### src/rtl/m68k_bus_pkg.sv
// rtl/m68k_bus_pkg.sv - shared types and decode constants for the 68000 bus-cycle terminator
package m68k_bus_pkg;

  // Address region selected for the current bus cycle
  typedef enum logic [2:0] {
    REG_NONE,
    REG_FLASH,
    REG_SRAM,
    REG_IO,
    REG_IACK
  } region_t;

  // Bus-cycle FSM states
  typedef enum logic [2:0] {
    IDLE,
    DECODE,
    WAIT,
    ACK,
    TERM
  } state_t;

  // A[23:20] values that select each region
  localparam logic [3:0] FLASH_BASE = 4'h0;
  localparam logic [3:0] SRAM_BASE  = 4'h1;
  localparam logic [3:0] IO_BASE    = 4'hF;

  // Function code of an interrupt-acknowledge cycle
  localparam logic [2:0] FC_IACK = 3'b111;

  // IACK wins over any address; otherwise the top nibble picks the region
  function automatic region_t decode_region(input logic [3:0] nib, input logic [2:0] fc);
    region_t r;
    if (fc == FC_IACK) begin
      r = REG_IACK;
    end else begin
      case (nib)
        FLASH_BASE: r = REG_FLASH;
        SRAM_BASE:  r = REG_SRAM;
        IO_BASE:    r = REG_IO;
        default:    r = REG_NONE;
      endcase
    end
    return r;
  endfunction

endpackage

### src/rtl/m68k_bus_cycle_ctrl_sync2.sv
// rtl/m68k_bus_cycle_ctrl_sync2.sv - generic two-flop synchronizer with a parameterised reset value
module sync2 #(
  parameter int              WIDTH     = 1,
  parameter logic [WIDTH-1:0] RESET_VAL = '1
) (
  input  logic             clk,
  input  logic             rst_n,
  input  logic [WIDTH-1:0] d,
  output logic [WIDTH-1:0] q
);

  logic [WIDTH-1:0] meta;

  // Two back-to-back flops; the first may go metastable, the second gives a clean level
  always_ff @(posedge clk or negedge rst_n) begin
    if (!rst_n) begin
      meta <= RESET_VAL;
      q    <= RESET_VAL;
    end else begin
      meta <= d;
      q    <= meta;
    end
  end

endmodule

### src/rtl/m68k_bus_cycle_ctrl.sv
// rtl/m68k_bus_cycle_ctrl.sv - 68000 bus-cycle terminator: decode, chip selects, wait states, DTACK/VPA/BERR
module m68k_bus_cycle_ctrl
  import m68k_bus_pkg::*;
#(
  parameter int FLASH_WAIT   = 3,
  parameter int SRAM_WAIT    = 1,
  parameter int IO_WAIT      = 2,
  parameter int BERR_TIMEOUT = 64,
  parameter int CNT_W        = 8
) (
  input  logic        clk,
  input  logic        rst_n,
  input  logic [23:1] cpu_addr,
  input  logic [2:0]  cpu_fc,
  input  logic        as_n,
  input  logic        io_ready,
  output logic        dtack_n,
  output logic        vpa_n,
  output logic        berr_n,
  output logic        cs_flash_n,
  output logic        cs_sram_n,
  output logic        cs_io_n,
  output logic        cycle_active
);

  logic             as_s;
  state_t           state, state_d;
  region_t          region_q, region_d;
  logic [CNT_W-1:0] wait_cnt, wait_cnt_d;
  logic [CNT_W-1:0] wd_cnt, wd_cnt_d;
  logic             wait_done;
  logic             cs_live;
  logic             dtack_d, vpa_d, berr_d;
  logic             cs_flash_d, cs_sram_d, cs_io_d, active_d;

  // Low address bits only matter to the selected device, not to the region decode
  logic addr_unused;
  assign addr_unused = ^cpu_addr[19:1];

  // /AS comes straight from the CPU pins and is asynchronous to clk
  sync2 #(
    .WIDTH     (1),
    .RESET_VAL (1'b1)
  ) u_as_sync (
    .clk   (clk),
    .rst_n (rst_n),
    .d     (as_n),
    .q     (as_s)
  );

  // Programmed wait states for each decoded region
  function automatic logic [CNT_W-1:0] region_wait(input region_t r);
    logic [CNT_W-1:0] w;
    case (r)
      REG_FLASH: w = CNT_W'(FLASH_WAIT);
      REG_SRAM:  w = CNT_W'(SRAM_WAIT);
      REG_IO:    w = CNT_W'(IO_WAIT);
      default:   w = '0;
    endcase
    return w;
  endfunction

  // FSM state, latched region and the two counters
  always_ff @(posedge clk or negedge rst_n) begin
    if (!rst_n) begin
      state    <= IDLE;
      region_q <= REG_NONE;
      wait_cnt <= '0;
      wd_cnt   <= '0;
    end else begin
      state    <= state_d;
      region_q <= region_d;
      wait_cnt <= wait_cnt_d;
      wd_cnt   <= wd_cnt_d;
    end
  end

  // Next-state, counter and registered-output decisions for the bus cycle
  always_comb begin
    state_d    = state;
    region_d   = region_q;
    wait_cnt_d = wait_cnt;
    wd_cnt_d   = wd_cnt;
    wait_done  = 1'b0;
    dtack_d    = 1'b1;
    vpa_d      = 1'b1;
    berr_d     = 1'b1;

    case (state)
      IDLE: begin
        wait_cnt_d = '0;
        wd_cnt_d   = '0;
        if (!as_s) begin
          state_d = DECODE;
        end
      end

      DECODE: begin
        // Address and FC are only looked at here; the latched region governs the rest
        region_d = decode_region(cpu_addr[23:20], cpu_fc);
        // Watchdog starts from zero in DECODE and counts this cycle
        wd_cnt_d = CNT_W'(1);
        if (as_s) begin
          state_d = TERM;
        end else if (region_d == REG_IACK) begin
          // Autovector gets one settle cycle so VPA lands on the second edge
          state_d    = WAIT;
          wait_cnt_d = CNT_W'(1);
        end else if (region_d == REG_NONE) begin
          // Nothing answers here; the counter is parked and only BERR can finish
          state_d    = WAIT;
          wait_cnt_d = '0;
        end else if (region_wait(region_d) == '0) begin
          state_d = ACK;
          dtack_d = 1'b0;
        end else begin
          state_d    = WAIT;
          wait_cnt_d = region_wait(region_d);
        end
      end

      WAIT: begin
        wd_cnt_d = (wd_cnt == '1) ? wd_cnt : wd_cnt + CNT_W'(1);
        if (region_q != REG_NONE && wait_cnt != '0) begin
          wait_cnt_d = wait_cnt - CNT_W'(1);
        end
        case (region_q)
          REG_NONE: wait_done = 1'b0;
          REG_IO:   wait_done = (wait_cnt <= CNT_W'(1)) && io_ready;
          default:  wait_done = (wait_cnt == CNT_W'(1));
        endcase
        // Abort beats watchdog, watchdog beats a normal acknowledge
        if (as_s) begin
          state_d = TERM;
        end else if (wd_cnt == CNT_W'(BERR_TIMEOUT)) begin
          state_d = ACK;
          berr_d  = 1'b0;
        end else if (wait_done) begin
          state_d = ACK;
          if (region_q == REG_IACK) begin
            vpa_d = 1'b0;
          end else begin
            dtack_d = 1'b0;
          end
        end
      end

      ACK: begin
        dtack_d = dtack_n;
        vpa_d   = vpa_n;
        berr_d  = berr_n;
        if (as_s) begin
          state_d = TERM;
          dtack_d = 1'b1;
          vpa_d   = 1'b1;
          berr_d  = 1'b1;
        end
      end

      TERM: begin
        state_d  = IDLE;
        region_d = REG_NONE;
      end

      default: begin
        state_d  = IDLE;
        region_d = REG_NONE;
      end
    endcase

    // Chip selects follow the region for as long as the cycle is past DECODE
    cs_live    = (state_d == WAIT) || (state_d == ACK);
    cs_flash_d = !(cs_live && region_d == REG_FLASH);
    cs_sram_d  = !(cs_live && region_d == REG_SRAM);
    cs_io_d    = !(cs_live && region_d == REG_IO);
    active_d   = (state_d == DECODE) || cs_live;
  end

  // Glitch-free registered bus outputs, released at once by reset
  always_ff @(posedge clk or negedge rst_n) begin
    if (!rst_n) begin
      dtack_n      <= 1'b1;
      vpa_n        <= 1'b1;
      berr_n       <= 1'b1;
      cs_flash_n   <= 1'b1;
      cs_sram_n    <= 1'b1;
      cs_io_n      <= 1'b1;
      cycle_active <= 1'b0;
    end else begin
      dtack_n      <= dtack_d;
      vpa_n        <= vpa_d;
      berr_n       <= berr_d;
      cs_flash_n   <= cs_flash_d;
      cs_sram_n    <= cs_sram_d;
      cs_io_n      <= cs_io_d;
      cycle_active <= active_d;
    end
  end

endmodule
### config.mk
export PLATFORM = sky130hd
export DESIGN_NAME = m68k_bus_cycle_ctrl
export DESIGN_NICKNAME = d
export VERILOG_FILES = /design/src/rtl/m68k_bus_pkg.sv /design/src/rtl/m68k_bus_cycle_ctrl_sync2.sv /design/src/rtl/m68k_bus_cycle_ctrl.sv
export SDC_FILE = /design/constraint.sdc
export NUM_CORES = 1
export LEC_CHECK = 0
export ABC_CLOCK_PERIOD_IN_PS = 1700
export CORE_MARGIN = 10
export CORE_UTILIZATION = 46
export CTS_CLUSTER_DIAMETER = 120
export DETAILED_ROUTE_END_ITERATION = 7
export PLACE_DENSITY_LB_ADDON = 0.15
export SETUP_SLACK_MARGIN = 0.05
export SLEW_MARGIN = 10
export SYNTH_ARGS = -nofsm -noshare
export SYNTH_HDL_FRONTEND = slang
export SYNTH_HIERARCHICAL = 1
export SYNTH_SLANG_ARGS = --single-unit
### constraint.sdc
create_clock -name clk -period 1.7 [get_ports clk]
set_input_delay 0.34 -clock clk [delete_from_list [all_inputs] [get_ports clk]]
set_output_delay 0.34 -clock clk [all_outputs]
set_load 0.01 [all_outputs]
After elaboration in Yosys (flattened, before gate mapping)
Index checks and enable logic that the tools add are counted. W data, S select, Z words.

Bits in registers: 31. Word-level logic and storage cells: 110.

$add $sub $neg: 2. Muxes and demuxes: 47. Reductions and logical operators: 21. Magnitude comparators: 1. Equality and inequality tests: 26.

Operators with widths (number): $mux W8 (10); $pmux W8 S3 (2); $eq A3 B2 Y1 const B (9); $mux W3 (8); $mux W1 (19); $eq A3 B1 Y1 const B (4); $pmux W2 S3 (2); $pmux W3 S4 (1); $eq A3 B3 Y1 const B (3); $logic_not A3 Y1 (3); $add A8 B1 Y8 const B (1); $eq A8 B1 Y1 const B (1); $eq A8 B7 Y1 const B (1); $eq A8 B8 Y1 const B (1); $le A8 B1 Y1 const B (1); $logic_not A8 Y1 (1); $reduce_bool A8 Y1 (1); $sub A8 B1 Y8 const B (1); $ne A2 B2 Y1 const B (3); $pmux W1 S2 (3); $pmux W3 S2 (1); $reduce_bool A3 Y1 (2); $logic_and A1 B1 Y1 (5); $eq A4 B1 Y1 const B (1); other kinds (10) (13).

Longest topological paths before layout
Gate-level depths: netlist of run 1.

Word-level depth: 20. Mapped depth: 6. Gate-level depth less buffers: 6.

Hierarchy
Netlist of run 1, hierarchy kept.

By module, submodules not included: m68k_bus_cycle_ctrl (instances 1, seq. area each 733.2 um2, cells an instance 180, area each 1700.4 um2); sync2 (instances 1, seq. area each 52.6 um2, cells an instance 2, area each 52.6 um2).

Worst setup path before layout of run 1
No wires, ideal clock.

Path type: flip-flop to flip-flop. Start point: register wait_cnt[0]. End point: register wait_cnt[1]. Stages on the path, launching flop included: 7. Clock period less this slack: 1806 ps. Required time: 1573 ps. Arrival: 1679 ps. Setup slack: -106 ps. Path buffers: 0. Path through: dfrtp_1 > inv_1 > ha_1 > nor3b_1 > and2_1 > o41ai_4 > mux2_1.

Longest elaborated chain between the ends: 4. Elaborated cells on any way between the ends: 7. Those cells by class: 1 x add/sub; 1 x eq/ne; 2 x mux; 3 x reduce/logical.

RTL lines: start, declared (RTL line m68k_bus_cycle_ctrl.sv:29) `logic [CNT_W-1:0] wait_cnt, wait_cnt_d;`; start signal, assigned (RTL line m68k_bus_cycle_ctrl.sv:73) `wait_cnt <= wait_cnt_d;`; branches (longest 4 deep; another with $sub A8 B1 Y8).

Parallel ways; which one is timed is not known. The select of a mux whose other input is x is not followed. A chain may end at the register's enable or synchronous reset.

Worst setup path in the final report of run 1
Ends and elaborated chain as after synthesis.

==> results.md, run 1 <==
* Worst EP required at 1.87 ns
* Layout Cells excl Fill at 270
* Flip-flop and latch count after synthesis at 31
* Sequential area share after synthesis at 44.8%
* P_int at 1.79 mW
* CP max stage cell: dfrtp_1
* Cts bufs inserted at 5
* Total power at 2.87 mW
* Hold path endpoint: u_as_sync/q$_DFF_PN1_
* Sw Ratio at 37.7%
* Relative slew slack at 64.1%
* Core ar. at 0.00366 mm^2
* CP Capture Type: register
* CP max FO at 2
* Die area at 0.00668 mm^2
* DRT Pass-1 Iters at 4
* Pwr/cell area at 1260 mW/mm^2
* FMAX at 0.614 GHz
* Post-synth ARST share at 100%
* Layout cells sized above 1 at 27.5%
* Worst r2r dst: wait_cnt[1]$_DFFE_PN0P_
* Fin. max-slew vios at 0
* Hpwl dp at 3110 um
* CP Launch Type: register
* Setup slack, reg-to-reg at 0.07 ns
* Top_reg_cell synth: dfrtp_1
* Starting Density at 47.9%
* Global route total overflow at 0
* Multi-input logic area at 982 um^2
* Initial antenna violation count at 0
* Die height at 81.7 um
* Clock Latency Late Sink at 0.28 ns
* EDFF count, synth at 0
* Clk network pwr share at 19.5%
* Critical path's largest stage delay at 0.38 ns
* Lkg Pwr at 0.896 nW
* Max VDD drop at 806 uV
* Final setup violation count at 0
* Netlist area before placement at 0.00175 mm^2
* Critical path data arrival time at 1.80 ns
* Post-DRT Antenna Nets at 0
* CTS tree: yes
* Hold Crit Class: register to register
* Final WL at 4490 um
* RSZ-0062 raised after global routing: yes
* Clock buffer depth at 2
* Via count at 1587
* DR DRC count at 0
* Fin area at 0.00228 mm^2
* Post-route minimum period at 1.63 ns
* Synth Area per Inst at 9.63 um^2
* Vias in the first global route at 1597
* Crit-path leading delay family: flip-flops
* Met3 Resource Use GR at 4.80%
* Final GP Congestion at 0.823
* Worst-path cell chain: inv_2 > ha_4 > nor3b_4 > and2_4 > o41ai_4 > mux2_1
* Sequential Area at 788 um^2
* Met2 Use GR at 22.4%
* Clock Sinks at 31
* Switch Pwr at 1.08 mW
* Setup TNS at 0 ns
* Synth warn at 6
* Site Rows at 22
* Distinct cells, synth at 49
* ANT cells at 0
* Max_cap viols at 0
* Fill cell count at 296
* Hold Path Depth at 0
* H-Tree Depth at 2
* Root Driver: clkbuf_8
* Io pins at 37
* First-pass GRT wire length at 7410 um
* Met1 Track Usage GR at 17.2%
* Tot GR Track Use at 14.1%
* Status: finished clean
* Hold-fix buffers at CTS at 0
* Synth Net Count at 216
* Vias per cell at 5.88
* CP Buf/Inv Count at 1
* Final hold vios at 0
* Largest net degree at the start of global routing at 32
* Placed Area at 0.00209 mm^2
* Worst setup path class: register to register
* Stages on the worst setup path at 6
* Starting DRC count in detailed routing at 72
* Placed cells at 259
* Comb pwr share at 47.4%
* Die Wd at 81.7 um
* RR Startpoint: wait_cnt[0]$_DFFE_PN0P_
* Layout Nets at 255
* Input/output buffers at 17
* GRT busiest layer: met2
* Cell count of the worst reg-to-reg path at 6
* WL/cell at 16.6 um
* Tcrit/Tclk final at 95.8%
* Clock-pin slew on the worst setup and hold paths at 0.07 ns
* Synth Instances at 182
* Clock skew at 0.00853 ns
* Area Overhead vs Synth at 30.1%
* Min-delay src: u_as_sync/meta$_DFF_PN1_
* Worst slew pin tran at 0.537 ns
* Share of power burned in registers at 33.1%
[registers in the layout (all words and copies together) (netlist names)]
| name | count |
|---|---|
| wait_cnt | 8 |
| berr_n | 1 |
| cs_sram_n | 1 |
| state | 3 |
| cycle_active | 1 |
| u_as_sync/meta | 1 |
| vpa_n | 1 |
| dtack_n | 1 |
| cs_flash_n | 1 |
| wd_cnt | 8 |
| cs_io_n | 1 |
| u_as_sync/q | 1 |
| region_q | 3 |
[power by group through the flow]
stage               Clock [mW]  Combinational (mW)  Sequential, mW
floorplan                    0               0.649           0.953
global placement             0                1.10           0.939
detailed placement           0                1.13           0.946
CTS                      0.572                1.24           0.941
global route             0.604                1.48           0.965
finish                   0.558                1.36           0.950
[repair_timing]
item | CTS | global route
setup endpoints to repair | 15 | 16
setup buffers | 2 | 2
pin swaps | 2 | 2
cloned | 0 | 0
gates resized for setup | 14 | 14
[cells by family (layout without fill, tap and decap cells)]
group                      Yosys count  count (layout)  synth area share [%]
DFF                                 31              31                  44.8
buffers and inverters               16              56                  3.93
AOI/OAI and AO/OA                   52              52                  20.9
adders and majority gates            4               4                  2.86
and+or+nand+nor                     76              76                  25.7
muxes                                3               3                  1.78
[how the worst max path moves through the flow]
stage	startpoint	end
CTS	wait_cnt[0]$_DFFE_PN0P_	wait_cnt[1]$_DFFE_PN0P_
detailed placement	cpu_addr[22]	wait_cnt[1]$_DFFE_PN0P_
global placement	cpu_addr[22]	wait_cnt[1]$_DFFE_PN0P_
finish	wait_cnt[0]$_DFFE_PN0P_	wait_cnt[1]$_DFFE_PN0P_
global route	wait_cnt[0]$_DFFE_PN0P_	wait_cnt[0]$_DFFE_PN0P_
floorplan	wait_cnt[0]$_DFFE_PN0P_	wait_cnt[1]$_DFFE_PN0P_
[synth_stat cells (all sizes together) (2+ instances only)]
library cell	count	area, um^2
dfrtp	23	576
a21oi	15	75.1
nor2	14	55.1
nand2	11	41.3
a31oi	9	56.3
nor3	9	50.1
dfstp	8	210
inv	8	30.0
nand3	7	35.0
clkbuf	6	22.5
a211oi	5	42.5
nand2b	5	31.3
nor3b	5	48.8
nor4	5	46.3
and4	4	35.0
ha	4	50.1
nor2b	4	25.0
o21ai	4	20.0
and3	3	18.8
o22ai	3	18.8
a211o	2	17.5
and2	2	12.5
buf	2	16.3
mux2i	2	20.0
nand4	2	12.5
o2111ai	2	17.5
o21a	2	15.0
[through the flow]
stage | util [%] | setup WS [ns] | hold WS (ns)
global placement | 57.2 | -0.102 | 0.346
CTS | 60.4 | -0.0428 | 0.362
detailed placement | 57.2 | -0.121 | 0.356
floorplan | - | -0.106 | 0.0444
finish | 62.3 | 0.0718 | 0.363
global route | 62.3 | -0.0193 | 0.360
[per-layer routing]
layer / up-vias / routed length, um
met2: 30 / 2220
met4: 0 / 59
li1: 771 / -
met5: - / 0
met3: 6 / 216
met1: 780 / 1990
[worst register-to-register path: stages (launching register included)]
cell and delay [ns]:
dfrtp_1 0.38, inv_2 0.06, ha_4 0.15, nor3b_4 0.14
and2_4 0.17, o41ai_4 0.26, mux2_1 0.35
[placed cells by master, fill, tap and decap left out, types with 3 or more instances in the layout]
cell type         n
buf_4            23
dfrtp_1          21
a21oi_1          14
nor2_1           13
nand2_1          11
clkdlybuf4s50_1  11
a31oi_1           9
nor3_1            8
dfstp_2           8
inv_1             6
nand3_1           6
dlygate4sd2_1     6
nand2b_1          5
clkbuf_8          5
and3_1            3
and4_1            3
nor2b_1           3
nor4_1            3
nor3b_1           3
o22ai_1           3
o21ai_1           3
a211oi_1          3
ha_1              3
[area by class of cell]
type	count	area share, %
Clock buffer	6	3.18
Clock inverter	2	0.549
Inverter	8	1.32
Multi-Input combinational cell	135	43.1
Sequential cell	31	34.6
Tap cell	48	2.63
Timing Repair Buffer	40	14.7
No activity file was read; power rests on OpenSTA's default activity.
==> run 2, diff against run 1 <==
CELL_PAD_IN_SITES_DETAIL_PLACEMENT = 2   (was default)
CELL_PAD_IN_SITES_GLOBAL_PLACEMENT = 2   (was default)
CORE_UTILIZATION = 28   (was 46)
GPL_ROUTABILITY_DRIVEN = 0   (was default)
==> run 2 against run 1 <==
Wire length grew 29%. Non-clock buffer count grew 4. Cell count grew 11%. First-iteration DRC count shrank 46%. Cell area grew 4.9%. Clock skew shrank 0.0044 ns. Critical path type unchanged. Critical endpoint unchanged.
==> results.md, run 2 (synthesis results as in run 1) <==
* DR DRC count at 0
* Starting DRC count in detailed routing at 39
* Starting Density at 29.3%
* CP Capture Type: register
* CTS tree: yes
* Layout Nets at 259
* Worst-path cell chain: inv_2 > ha_4 > nor3b_4 > and2_4 > o41ai_4 > mux2_4
* Sequential Area at 787 um^2
* Clock Latency Late Sink at 0.28 ns
* Relative slew slack at 68.4%
* Vias per cell at 5.38
* Leading registers by flop count: wait_cnt (8), wd_cnt (8)
* Hpwl dp at 4160 um
* Total power at 2.96 mW
* Die Wd at 99.1 um
* Root Driver: clkbuf_8
* Pre-CTS WS at -0.166 ns
* Tcrit/Tclk final at 98.4%
* Core ar. at 0.00599 mm^2
* First-pass GRT wire length at 9670 um
* Clock-pin slew on the worst setup and hold paths at 0.07 ns
* Fin. max-slew vios at 0
* Most frequent cells in the layout: buf_4, dfrtp_1, nor2_1
* ANT cells at 0
* Max_cap viols at 0
* Worst setup path class: register to register
* DRT Pass-1 Iters at 4
* FMAX at 0.598 GHz
* CP max stage cell: dfrtp_1
* Setup TNS at 0 ns
* Lkg Pwr at 0.937 nW
* Worst EP required at 1.87 ns
* Worst slew pin tran at 0.473 ns
* Vias in the first global route at 1778
* Global route total overflow at 0
* Most common cell after layout, fill and taps aside: buf_4
* Critical path's largest stage delay at 0.38 ns
* Critical path data arrival time at 1.84 ns
* Final setup violation count at 0
* Pwr/cell area at 1240 mW/mm^2
* CP max FO at 3
* Layout cells sized above 1 at 30.5%
* Hold Crit Class: register to register
* Fill cell count at 649
* Site Rows at 28
* Die height at 99.1 um
* Final hold vios at 0
* Area Overhead vs Synth at 36.5%
* Via count at 1619
* Die area at 0.00983 mm^2
* Io pins at 37
* Max VDD drop at 487 uV
* Final worst setup slack at 0.0277 ns
* H-Tree Depth at 2
* Clock Sinks at 31
* Initial antenna violation count at 0
* Tot GR Track Use at 11.9%
* CP Launch Type: register
* Post-DRT Antenna Nets at 0
* Final WL at 5780 um
* Input/output buffers at 17
* Multi-input logic area at 998 um^2
* Cts bufs inserted at 5
* Status: finished clean
* Clock skew at 0.00414 ns
* Largest net degree at the start of global routing at 32
* RSZ-0062 raised after global routing: yes
* WL/cell at 19.2 um
* Clock buffer depth at 2
* Post-route minimum period at 1.67 ns
==> run 2: changes by cell type in the layout (fill, tap and decap cells not counted), moves of 2 or more <==
cell     before  now
buf_6         0    2
buf_12        0    2
a21oi_1      14    9
a21oi_2       1    6
==> run 2: worst paths after layout <==
check                                          end  slack, ns  cells after the start                startpoint
setup reg to reg           wait_cnt[1]$_DFFE_PN0P_       0.03                      6   wait_cnt[1]$_DFFE_PN0P_
max in group asynchronous     cs_flash_n$_DFF_PN1_       1.02                      2                     rst_n
hold / removal               u_as_sync/q$_DFF_PN1_       0.36                      0  u_as_sync/meta$_DFF_PN1_
setup / recovery           wait_cnt[1]$_DFFE_PN0P_       0.03                      6   wait_cnt[1]$_DFFE_PN0P_
hold reg to reg              u_as_sync/q$_DFF_PN1_       0.36                      0  u_as_sync/meta$_DFF_PN1_
min in group asynchronous  wait_cnt[3]$_DFFE_PN0P_       0.42                      2                     rst_n
==> run 2: routing by layer <==
layer	share of wire, %	global-route usage (%)	vias up
met4	1.1	3.75	0
li1	-	-	769
met5	0	0	-
met2	50	18.9	16
met1	46	15.3	830
met3	2.7	3.04	4
==> run 2: metrics by stage <==
step,utilization [%],instance area (um^2),hold WS (ns),cells
2_1_floorplan,-,1750,0.0444,182
3_3_place_gp,36.1,2160,0.347,289
3_5_place_dp,36.1,2160,0.355,289
4_1_cts,38.3,2290,0.358,298
5_1_grt,39.9,2390,0.366,301
6_report,39.9,2390,0.360,301
==> run 2: power breakdown <==
group          internal, mW  total, mW  switching [mW]
Combinational         0.686       1.43           0.742
Clock                 0.286      0.578           0.292
Sequential            0.837      0.952           0.115
==> run 2: critical path, delay by kind of cell (launching register included) <==
kind,cells,cell delay [ns]
DFF,1,0.38
muxes,1,0.34
and+or+nand+nor,2,0.33
AOI/OAI and AO/OA,1,0.28
adders and majority gates,1,0.16
buffers and inverters,1,0.07
==> run 2: final cells by class <==
class / count / share of cell area (%)
inverter: 8 / 1.26
timing repair buffer: 44 / 16.6
clock inverter: 2 / 0.523
tap: 75 / 3.92
sequential: 31 / 32.9
multi-input combinational: 135 / 41.7
clock buffer: 6 / 3.03
==> run 2: repair_timing <==
action / CTS / global route
endpoints found under the setup margin: 17 / 18
gates resized for setup: 18 / 16
hold buffers: 0 / 0
setup buffers: 2 / 3
pin swaps: 2 / 13
endpoints found under the hold margin: 0 / 0
